**src/rtl/serial_add_unit.sv**
```systemverilog
// Bit-serial WIDTH-bit adder: two chained half-add steps per clock with a registered carry, LSB-first.
// Optional signed-overflow output enabled by defining SERIAL_ADD_OVF_EN.
module serial_add_unit #(
  parameter int WIDTH = 8
) (
  input  logic             clk,
  input  logic             rst,
  input  logic             in_valid,
  output logic             in_ready,
  input  logic [WIDTH-1:0] a_in,
  input  logic [WIDTH-1:0] b_in,
  output logic             out_valid,
  input  logic             out_ready,
  output logic [WIDTH-1:0] sum_out,
  output logic             carry_out
`ifdef SERIAL_ADD_OVF_EN
  ,
  output logic             ovf_out
`endif
);

  localparam int CNT_W = $clog2(WIDTH);

  typedef enum logic [1:0] {IDLE, SHIFT, DONE} state_t;

  state_t           state;
  logic [CNT_W-1:0] cnt;
  logic [WIDTH-1:0] a_sh;
  logic [WIDTH-1:0] b_sh;
  logic [WIDTH-2:0] res_sh;
  logic             c;

  logic             s1, c1, s_bit, c2, c_nxt;
  logic [WIDTH-1:0] res_nxt;

  assign in_ready  = (state == IDLE);
  assign out_valid = (state == DONE);

  // Full add of the current bit pair as two half-add steps against the registered carry
  always_comb begin
    s1      = a_sh[0] ^ b_sh[0];
    c1      = a_sh[0] & b_sh[0];
    s_bit   = s1 ^ c;
    c2      = s1 & c;
    c_nxt   = c1 | c2;
    res_nxt = {s_bit, res_sh};
  end

  always_ff @(posedge clk) begin
    if (rst) begin
      state     <= IDLE;
      c         <= 1'b0;
      cnt       <= '0;
      sum_out   <= '0;
      carry_out <= 1'b0;
`ifdef SERIAL_ADD_OVF_EN
      ovf_out   <= 1'b0;
`endif
    end else begin
      case (state)
        IDLE: begin
          if (in_valid) begin
            a_sh  <= a_in;
            b_sh  <= b_in;
            c     <= 1'b0;
            cnt   <= '0;
            state <= SHIFT;
          end
        end
        SHIFT: begin
          c      <= c_nxt;
          res_sh <= res_nxt[WIDTH-1:1];
          a_sh   <= {1'b0, a_sh[WIDTH-1:1]};
          b_sh   <= {1'b0, b_sh[WIDTH-1:1]};
          cnt    <= cnt + 1'b1;
          // Last bit: c still holds the carry into the MSB, c_nxt is the carry out of it
          if (cnt == CNT_W'(WIDTH - 1)) begin
            sum_out   <= res_nxt;
            carry_out <= c_nxt;
`ifdef SERIAL_ADD_OVF_EN
            ovf_out   <= c ^ c_nxt;
`endif
            state     <= DONE;
          end
        end
        DONE: begin
          if (out_ready) state <= IDLE;
        end
        default: state <= IDLE;
      endcase
    end
  end

endmodule

```
**config.mk**
```make
export PLATFORM = sky130hd
export DESIGN_NAME = serial_add_unit
export DESIGN_NICKNAME = d
export VERILOG_FILES = /design/src/rtl/serial_add_unit.sv
export SDC_FILE = /design/constraint.sdc
export NUM_CORES = 1
export LEC_CHECK = 0
export CAP_MARGIN = 0
export CORE_ASPECT_RATIO = 1.2
export CORE_MARGIN = 5
export CORE_UTILIZATION = 45
export CTS_CLUSTER_DIAMETER = 30
export DETAILED_ROUTE_END_ITERATION = 6
export GPL_TIMING_DRIVEN = 0
export PLACE_DENSITY = 0.72
export SYNTH_ARGS = -nofsm -noshare
export SYNTH_HDL_FRONTEND = slang
export SYNTH_SLANG_ARGS = --single-unit
export TNS_END_PERCENT = 100
```
**constraint.sdc**
```tcl
create_clock -name clk -period 3.3 [get_ports clk]
set_input_delay 0.825 -clock clk [delete_from_list [all_inputs] [get_ports clk]]
set_output_delay 0.825 -clock clk [all_outputs]
set_load 0.01 [all_outputs]
```
== After elaboration in Yosys (flattened, before gate mapping) ==
Index checks and enable logic that the tools add are counted.

* Register bits: 38
* Latch bits: 0
* Bits in writable memories: 0
* Bits in read-only memories: 0
* Output and inout port bits: 11
* Memories: 0

* Add/subtract/negate cells: 1
* Multiply operators: 0
* Divide/modulo/power cells: 0
* $lt $le $gt $ge: 0
* Eq/ne operators: 6
* Shift-type cells: 0
* Muxes and demuxes: 12
* Bitwise logic cells: 6
* Reductions and logical operators: 7

{| class="wikitable"
|+ Operator list
! cell !! count
|-
| 8-bit case mux with 2 select lines || 2
|-
| 8-bit two-way mux || 2
|-
| 2-bit two-way mux || 3
|-
| 2-bit case mux with 3 select lines || 1
|-
| 3-bit case mux with 2 select lines || 1
|-
| 2-bit AND reduction || 3
|-
| 3-bit AND reduction || 2
|-
| 2-bit != test, second input constant || 2
|-
| 3-bit by 1-bit adder with 3-bit output, second input constant || 1
|-
| 3-bit equality test, second input constant || 1
|-
| 3-bit two-way mux || 1
|-
| 1-bit bitwise AND || 2
|-
| 2-bit by 1-bit equality test with 1-bit output, second input constant || 1
|-
| 2-bit equality test, second input constant || 1
|-
| 2-bit zero test || 1
|-
| 2-bit by 1-bit != test with 1-bit output, second input constant || 1
|-
| 1-bit case mux with 2 select lines || 1
|-
| 2-bit nonzero test || 1
|-
| 1-bit XOR || 2
|-
| 1-bit two-way mux || 1
|-
| 1-bit NOT || 1
|-
| 1-bit OR || 1
|}

== Depth between registers and ports, before layout ==
Gate-level depths: netlist of run 1.

* Word-level depth: 4
* Mapped depth: 5
* Gate-level depth less buffers: 4

== Worst setup path after synthesis of run 1 ==
OpenSTA, ideal clock, no wires.

* Path type: input-to-reg
* Start: in rst
* End: reg a_sh[0] (enable)
* Arrival: 2289 ps
* Setup slack: 602 ps
* Stages on the path: 3
* Buffers on the path: 2
* Path through: buf_2 -> buf_2 -> nor3_1

* Longest elaborated chain between the ends: 2

{| class="wikitable"
|+ Ends and longest elaborated chain
! what !! RTL line !! source
|-
| start, declared || 7 || <nowiki>input logic rst,</nowiki>
|-
| 1-bit NOT (no source line) || - ||
|-
| 3-bit AND reduction (no source line) || - ||
|-
| end signal, assigned || 63 || <nowiki>a_sh <= a_in;</nowiki>
|-
| end signal, assigned || 73 || <nowiki>a_sh <= {1'b0, a_sh[WIDTH-1:1]};</nowiki>
|-
| end, declared || 28 || <nowiki>logic [WIDTH-1:0] a_sh;</nowiki>
|}

Every way passes these cells.
A chain may end at the register's enable or synchronous reset.

== Worst setup path in the final report of run 1 ==
* Start: reg state[0]
* End: out out_valid

* Longest elaborated chain between the ends: 1

{| class="wikitable"
|+ Ends and longest elaborated chain
! what !! RTL line !! source
|-
| start, declared || 26 || <nowiki>state_t state;</nowiki>
|-
| start signal, assigned || 51 || <nowiki>state <= IDLE;</nowiki>
|-
| start signal, assigned || 67 || <nowiki>state <= SHIFT;</nowiki>
|-
| start signal, assigned || 83 || <nowiki>state <= DONE;</nowiki>
|-
| 2-bit equality test || 37 || <nowiki>assign out_valid = (state == DONE);</nowiki>
|-
| end, declared || 12 || <nowiki>output logic out_valid,</nowiki>
|}

Every way passes these cells.

==> results.sh, run 1 <==
export IMPL_grt_pass1_wl_mm=4.80
export IMPL_hold_ws_ns=0.460
export IMPL_drv_cap=0
export IMPL_dp_hpwl_mm=2.18
export IMPL_dieArea_sq_mm=0.00501
export IMPL_synthMuxAreaShare_pct=17.9
export IMPL_htreeDepth=2
export IMPL_peakVddDrop_uv=232
export IMPL_antennaDiodeCount=0
export IMPL_syn_num_nets=137
export IMPL_finalHoldViolCount=0
export IMPL_synth_top_area_share_pct=41.6
export IMPL_synth_compound_area_share_pct=3.62
export IMPL_drive_above_1_share_pct=19.7
export IMPL_num_nets_final=174
export IMPL_crit_type="reg -> out"
export IMPL_worst_setup_path_start_kind="flop"
export IMPL_synth_top_cell_by_area="edfxtp_1"
export IMPL_cp_cell_sequence="and2b_1 -> clkdlybuf4s50_1"
export IMPL_numCtsBuffers=5
export IMPL_antenna_found_initial=0
export IMPL_synth_area_per_cell_sq_um=14.6
export IMPL_grt_setup_unrepaired="false"
export IMPL_synthFlopType="edfxtp_1"
export IMPL_io_buffers=29
export IMPL_gp_congestion=0.709
export IMPL_cts_setup_buffers=0
export IMPL_tritoncts="built"
export IMPL_vias=968
export IMPL_arrival_ns=1.44
export IMPL_yosysSeqAreaShare_pct=59.7
export IMPL_clk_latency_ns=0.28
export IMPL_clock_root_buffer="clkbuf_8"
export IMPL_cp_slowest_stage_delay_ns=0.47
export IMPL_total_leakage_power_nw=0.774
export IMPL_clkSinkCount=38
export IMPL_pin_count=31
export IMPL_synth_warnings=0
export IMPL_netlist_area_sq_mm=0.00166
export IMPL_start_util_pct=46.1
export IMPL_grt_pass1_vias=1040
export IMPL_relSlewSlack_pct=60.3
export IMPL_worstPathRequired_ns=2.47
export IMPL_yosysMostFrequentCell="edfxtp_1"
export IMPL_drt_wl_total_mm=2.83
export IMPL_wire_per_inst_microns=14.8
export IMPL_die_x_microns=65.5
export IMPL_post_route_period_util_pct=68.5
export IMPL_nFillCells=313
export IMPL_postSynthCellCount=114
export IMPL_synth_simple_area_share_pct=12.8
export IMPL_hold_class="reg -> reg"
export IMPL_min_period_ns=2.26
export IMPL_synth_top_family_by_area="multiplexers"
export IMPL_cts_resized=0
export IMPL_syn_to_final_growth_pct=26.2
export IMPL_ys_ff_latch=38
export IMPL_drv_slew=0
export IMPL_ant_nets=0
export IMPL_crit_fanout=9
export IMPL_fmax_mhz=442
export IMPL_synth_cell_types=26
export IMPL_synth_commonest_cells="23 x edfxtp_1, 22 x nand2b_1, 15 x dfxtp_1, 13 x mux2_4, 9 x mux2i_1"
export IMPL_async_flop_share_pct=0
export IMPL_drc=0
export IMPL_clk_pin_slew_ns=0.07
export IMPL_worstMarginPinSlew_ns=0.593
export IMPL_drt_first_pass_iters=4
export IMPL_grt_usage_pct=12.8
export IMPL_cpMaxStageDelayCell="dfxtp_1"
export IMPL_p_per_area_mw_per_mm2=447
export IMPL_grt_ovfl_total=0
export IMPL_synth_xor_area_share_pct=0
export IMPL_clock_skew_ns=0.00920
export IMPL_fp_dieH_microns=76.5
export IMPL_reg2reg_slack_ns=1.66
export IMPL_holdBufCountCts=0
export IMPL_core_sq_mm=0.00360
export IMPL_via_per_inst=5.07
export IMPL_grt_max_degree=14
export IMPL_finalSetupViolations=0
export IMPL_synth_area_leaders="edfxtp_1 42%, dfxtp_1 18%, mux2_4 12%, nand2b_1 8.3%, mux2i_1 5.4%"
export IMPL_status="completed"
export IMPL_cts_buffer_depth=2
export IMPL_synth_edf_count=23
export IMPL_rows=24
export IMPL_crit_path_end_kind="output port"
export IMPL_synthAdderAreaFrac_pct=2.71
export IMPL_utilization_pct=58.2
export IMPL_drt_initial_drc_count=43
==> registers in the layout, indices dropped and copies added, names as in the netlist <==
| register | count |
|---|---|
| cnt | 3 |
| b_sh | 8 |
| a_sh | 8 |
| res_sh | 7 |
| sum_out | 8 |
| c | 1 |
| carry_out | 1 |
| state | 2 |
==> final timing paths <==
path	start	end	cells past startpoint
setup / recovery	state[0]$_SDFFE_PP0P_	out_valid	2
hold / removal	res_sh[5]$_DFFE_PP_	res_sh[4]$_DFFE_PP_	0
setup reg to reg	state[1]$_SDFFE_PP0P_	res_sh[4]$_DFFE_PP_	3
hold reg to reg	res_sh[5]$_DFFE_PP_	res_sh[4]$_DFFE_PP_	0
==> report_power, final <==
part | leakage [nW] | switching [W] | internal, W
sequential | 0.338 | 0.00000973 | 0.000529
combinational | 0.396 | 0.0000376 | 0.0000657
clock | 0.0395 | 0.000145 | 0.000150
total | 0.774 | 0.000192 | 0.000745
==> worst max-delay path, delay by kind of cell, from the launching register on <==
kind | cells | cell delay (ns)
buf+inv | 1 | 0.47
flops | 1 | 0.47
simple gates | 1 | 0.22
==> cell families (layout without fill, tap and decap cells) <==
| kind of cell | after synthesis | after routing |
|---|---|---|
| flops | 38 | 38 |
| simple gates | 34 | 34 |
| mux | 23 | 23 |
| buf+inv | 9 | 47 |
| compound gates | 7 | 7 |
| fa+ha+maj | 3 | 3 |
==> through the flow <==
step                instances  area [sq um]  power, W  setup TNS (ns)  setup WS [ns]
finish                    191          2100  0.000937               0           1.04
global route              191          2100  0.000987               0          0.938
CTS                       191          2100  0.000950               0           1.02
detailed placement        183          2020  0.000655               0           1.08
global placement          182          2000  0.000648          -0.691        -0.0438
floorplan                 114          1660  0.000613               0          0.602
==> final cells by class <==
cell class                      count  area (sq um)  area share [%]
Sequential cell                    38           991            47.3
Tap cell                           39          48.8            2.33
Buffer                              6          43.8            2.09
Timing Repair Buffer               30           302            14.4
Multi-Input combinational cell     67           619            29.6
Clock buffer                        8          80.1            3.82
Inverter                            3          11.3           0.537
==> cells in the final DEF (no fill, tap or decap), types with 2 or more instances in the layout <==
cell type,n
clkdlybuf4s50_1,29
and2_1,2
nand2b_1,22
clkbuf_8,5
inv_1,3
edfxtp_1,23
ha_1,2
mux2i_1,9
dfxtp_1,15
mux2_4,13
buf_2,2
o21ba_2,2
buf_6,3
o32ai_1,3
clkbuf_1,4
nor2_1,3
==> per-layer routing <==
layer | vias up | wire, microns | GRT usage, %
met1 | 459 | 1020 | 13.5
met2 | 27 | 1570 | 22.5
li1 | 475 | - | -
met4 | 0 | 40 | 3.73
met3 | 7 | 192 | 5.60
met5 | - | 0 | 0
No activity file was read; power rests on OpenSTA's default activity.
==> inputs of run 2 (changes only) <==
==> constraint.sdc (replaced) <==
create_clock -name clk -period 2.2 [get_ports clk]
set_input_delay 0.55 -clock clk [delete_from_list [all_inputs] [get_ports clk]]
set_output_delay 0.55 -clock clk [all_outputs]
set_load 0.01 [all_outputs]
==> results.sh, run 2 (synthesized netlist as in run 1, its figures left out) <==
export IMPL_status="completed"
export IMPL_vias=953
export IMPL_fp_dieH_microns=76.5
export IMPL_clk_latency_ns=0.29
export IMPL_drc=0
export IMPL_start_util_pct=46.1
export IMPL_cp_cell_sequence="clkdlybuf4s50_1 -> nor2_1 -> nor3_2"
export IMPL_p_sw_w=0.000298
export IMPL_gp_congestion=0.746
export IMPL_worstMarginPinSlew_ns=1.20
export IMPL_cpMaxStageDelayCell="nor3_2"
export IMPL_nFillCells=293
export IMPL_grt_setup_unrepaired="false"
export IMPL_tritoncts="built"
export IMPL_tns_ns=0
export IMPL_drt_wl_total_mm=2.80
export IMPL_syn_to_final_growth_pct=25.6
export IMPL_crit_path_end_kind="flop"
export IMPL_cts_setup_buffers=0
export IMPL_drt_initial_drc_count=9
export IMPL_antennaDiodeCount=0
export IMPL_swShare_pct=21.2
export IMPL_grt_ovfl_total=0
export IMPL_clock_root_buffer="clkbuf_8"
export IMPL_htreeDepth=2
export IMPL_pwr_share_clk_pct=31.7
export IMPL_worstPathRequired_ns=2.11
export IMPL_pwr_share_comb_pct=10.8
export IMPL_core_sq_mm=0.00360
export IMPL_utilization_pct=57.9
export IMPL_final_common_cell="clkdlybuf4s50_1"
export IMPL_holdBufCountCts=0
export IMPL_cts_buffer_depth=2
export IMPL_die_x_microns=65.5
export IMPL_grt_max_degree=17
export IMPL_cts_resized=0
export IMPL_crit_fanout=16
export IMPL_p_seq_share_pct=57.5
export IMPL_finalSetupViolations=0
export IMPL_hold_class="reg -> reg"
export IMPL_dieArea_sq_mm=0.00501
export IMPL_clk_pin_slew_ns=0.07
export IMPL_grt_pass1_vias=1042
export IMPL_drive_above_1_share_pct=19.9
export IMPL_numCtsBuffers=5
export IMPL_top_regs="a_sh (8), b_sh (8), sum_out (8)"
export IMPL_pin_count=31
export IMPL_dp_hpwl_mm=2.07
export IMPL_clkSinkCount=38
export IMPL_via_per_inst=5.02
export IMPL_clock_skew_ns=0.00343
export IMPL_grt_pass1_wl_mm=4.74
export IMPL_antenna_found_initial=0
export IMPL_rows=24
export IMPL_fmax_mhz=473
export IMPL_worst_setup_path_start_kind="primary input"
export IMPL_grt_usage_pct=12.9
export IMPL_ant_nets=0
export IMPL_wire_per_inst_microns=14.7
export IMPL_final_cell_mix="29 x clkdlybuf4s50_1, 23 x edfxtp_1, 22 x nand2b_1"
export IMPL_final_cells=190
export IMPL_placedCellCount=182
export IMPL_io_buffers=29
export IMPL_relSlewSlack_pct=19.5
export IMPL_cp_slowest_stage_delay_ns=0.90
export IMPL_drv_slew=0
export IMPL_arrival_ns=2.02
export IMPL_p_int_w=0.00111
export IMPL_p_per_area_mw_per_mm2=674
export IMPL_drv_cap=0
export IMPL_crit_type="in -> reg"
export IMPL_post_route_period_util_pct=96.1
export IMPL_min_period_ns=2.11
export IMPL_peakVddDrop_uv=391
export IMPL_total_leakage_power_nw=0.771
export IMPL_finalHoldViolCount=0
export IMPL_num_nets_final=173
export IMPL_drt_first_pass_iters=3
==> run 2: critical path, delay by kind of cell <==
| family | cells | cell delay (ns) |
|---|---|---|
| simple gates | 2 | 0.96 |
| buf+inv | 1 | 0.50 |
==> run 2: power groups by stage <==
| stage | Sequential [W] | Clock [W] | Combinational, W |
|---|---|---|---|
| after global routing | 0.000811 | 0.000504 | 0.000165 |
| after global placement | 0.000822 | 0 | 0.000150 |
| after detailed placement | 0.000824 | 0 | 0.000154 |
| final | 0.000808 | 0.000446 | 0.000152 |
| after floorplan | 0.000818 | 0 | 0.000101 |
| after CTS | 0.000809 | 0.000468 | 0.000155 |
==> run 2: stage by stage <==
step	hold slack, ns	setup WS, ns	area, sq um	total power [W]
after floorplan	0.428	0.266	1670	0.000920
after global placement	0.439	-0.209	2000	0.000972
after detailed placement	0.443	-0.243	2000	0.000979
after CTS	0.460	0.0651	2090	0.00143
after global routing	0.470	0.000780	2090	0.00148
final	0.456	0.0855	2090	0.00141
==> run 2: worst paths after layout <==
kind                                             from                  end  slack, ns  cells past startpoint
worst max-delay path                         in_valid    b_sh[1]$_DFFE_PP_       0.09                      3
worst min-delay path              res_sh[1]$_DFFE_PP_  res_sh[0]$_DFFE_PP_       0.46                      0
worst max register to register  state[0]$_SDFFE_PP0P_    b_sh[1]$_DFFE_PP_       0.35                      2
worst min register to register    res_sh[1]$_DFFE_PP_  res_sh[0]$_DFFE_PP_       0.46                      0
==> run 2: layout make-up <==
| type | count | area [sq um] | area share (%) |
|---|---|---|---|
| flip-flops and latches | 38 | 991 | 47.5 |
| multi-input cells | 67 | 619 | 29.7 |
| repair buffers | 29 | 290 | 13.9 |
| clock buffers | 6 | 72.6 | 3.48 |
| well taps | 39 | 48.8 | 2.34 |
| plain buffers | 6 | 43.8 | 2.10 |
| inverters | 3 | 11.3 | 0.540 |
| clock inverters | 2 | 8.76 | 0.420 |
==> run 2: layer usage <==
layer  GRT usage (%)  routed length [microns]  up-vias
met4            6.22                       58        0
met5               0                        0        -
li1                -                        -      470
met1            13.1                     1080      451
met2            22.7                     1520       27
met3            4.57                      140        5
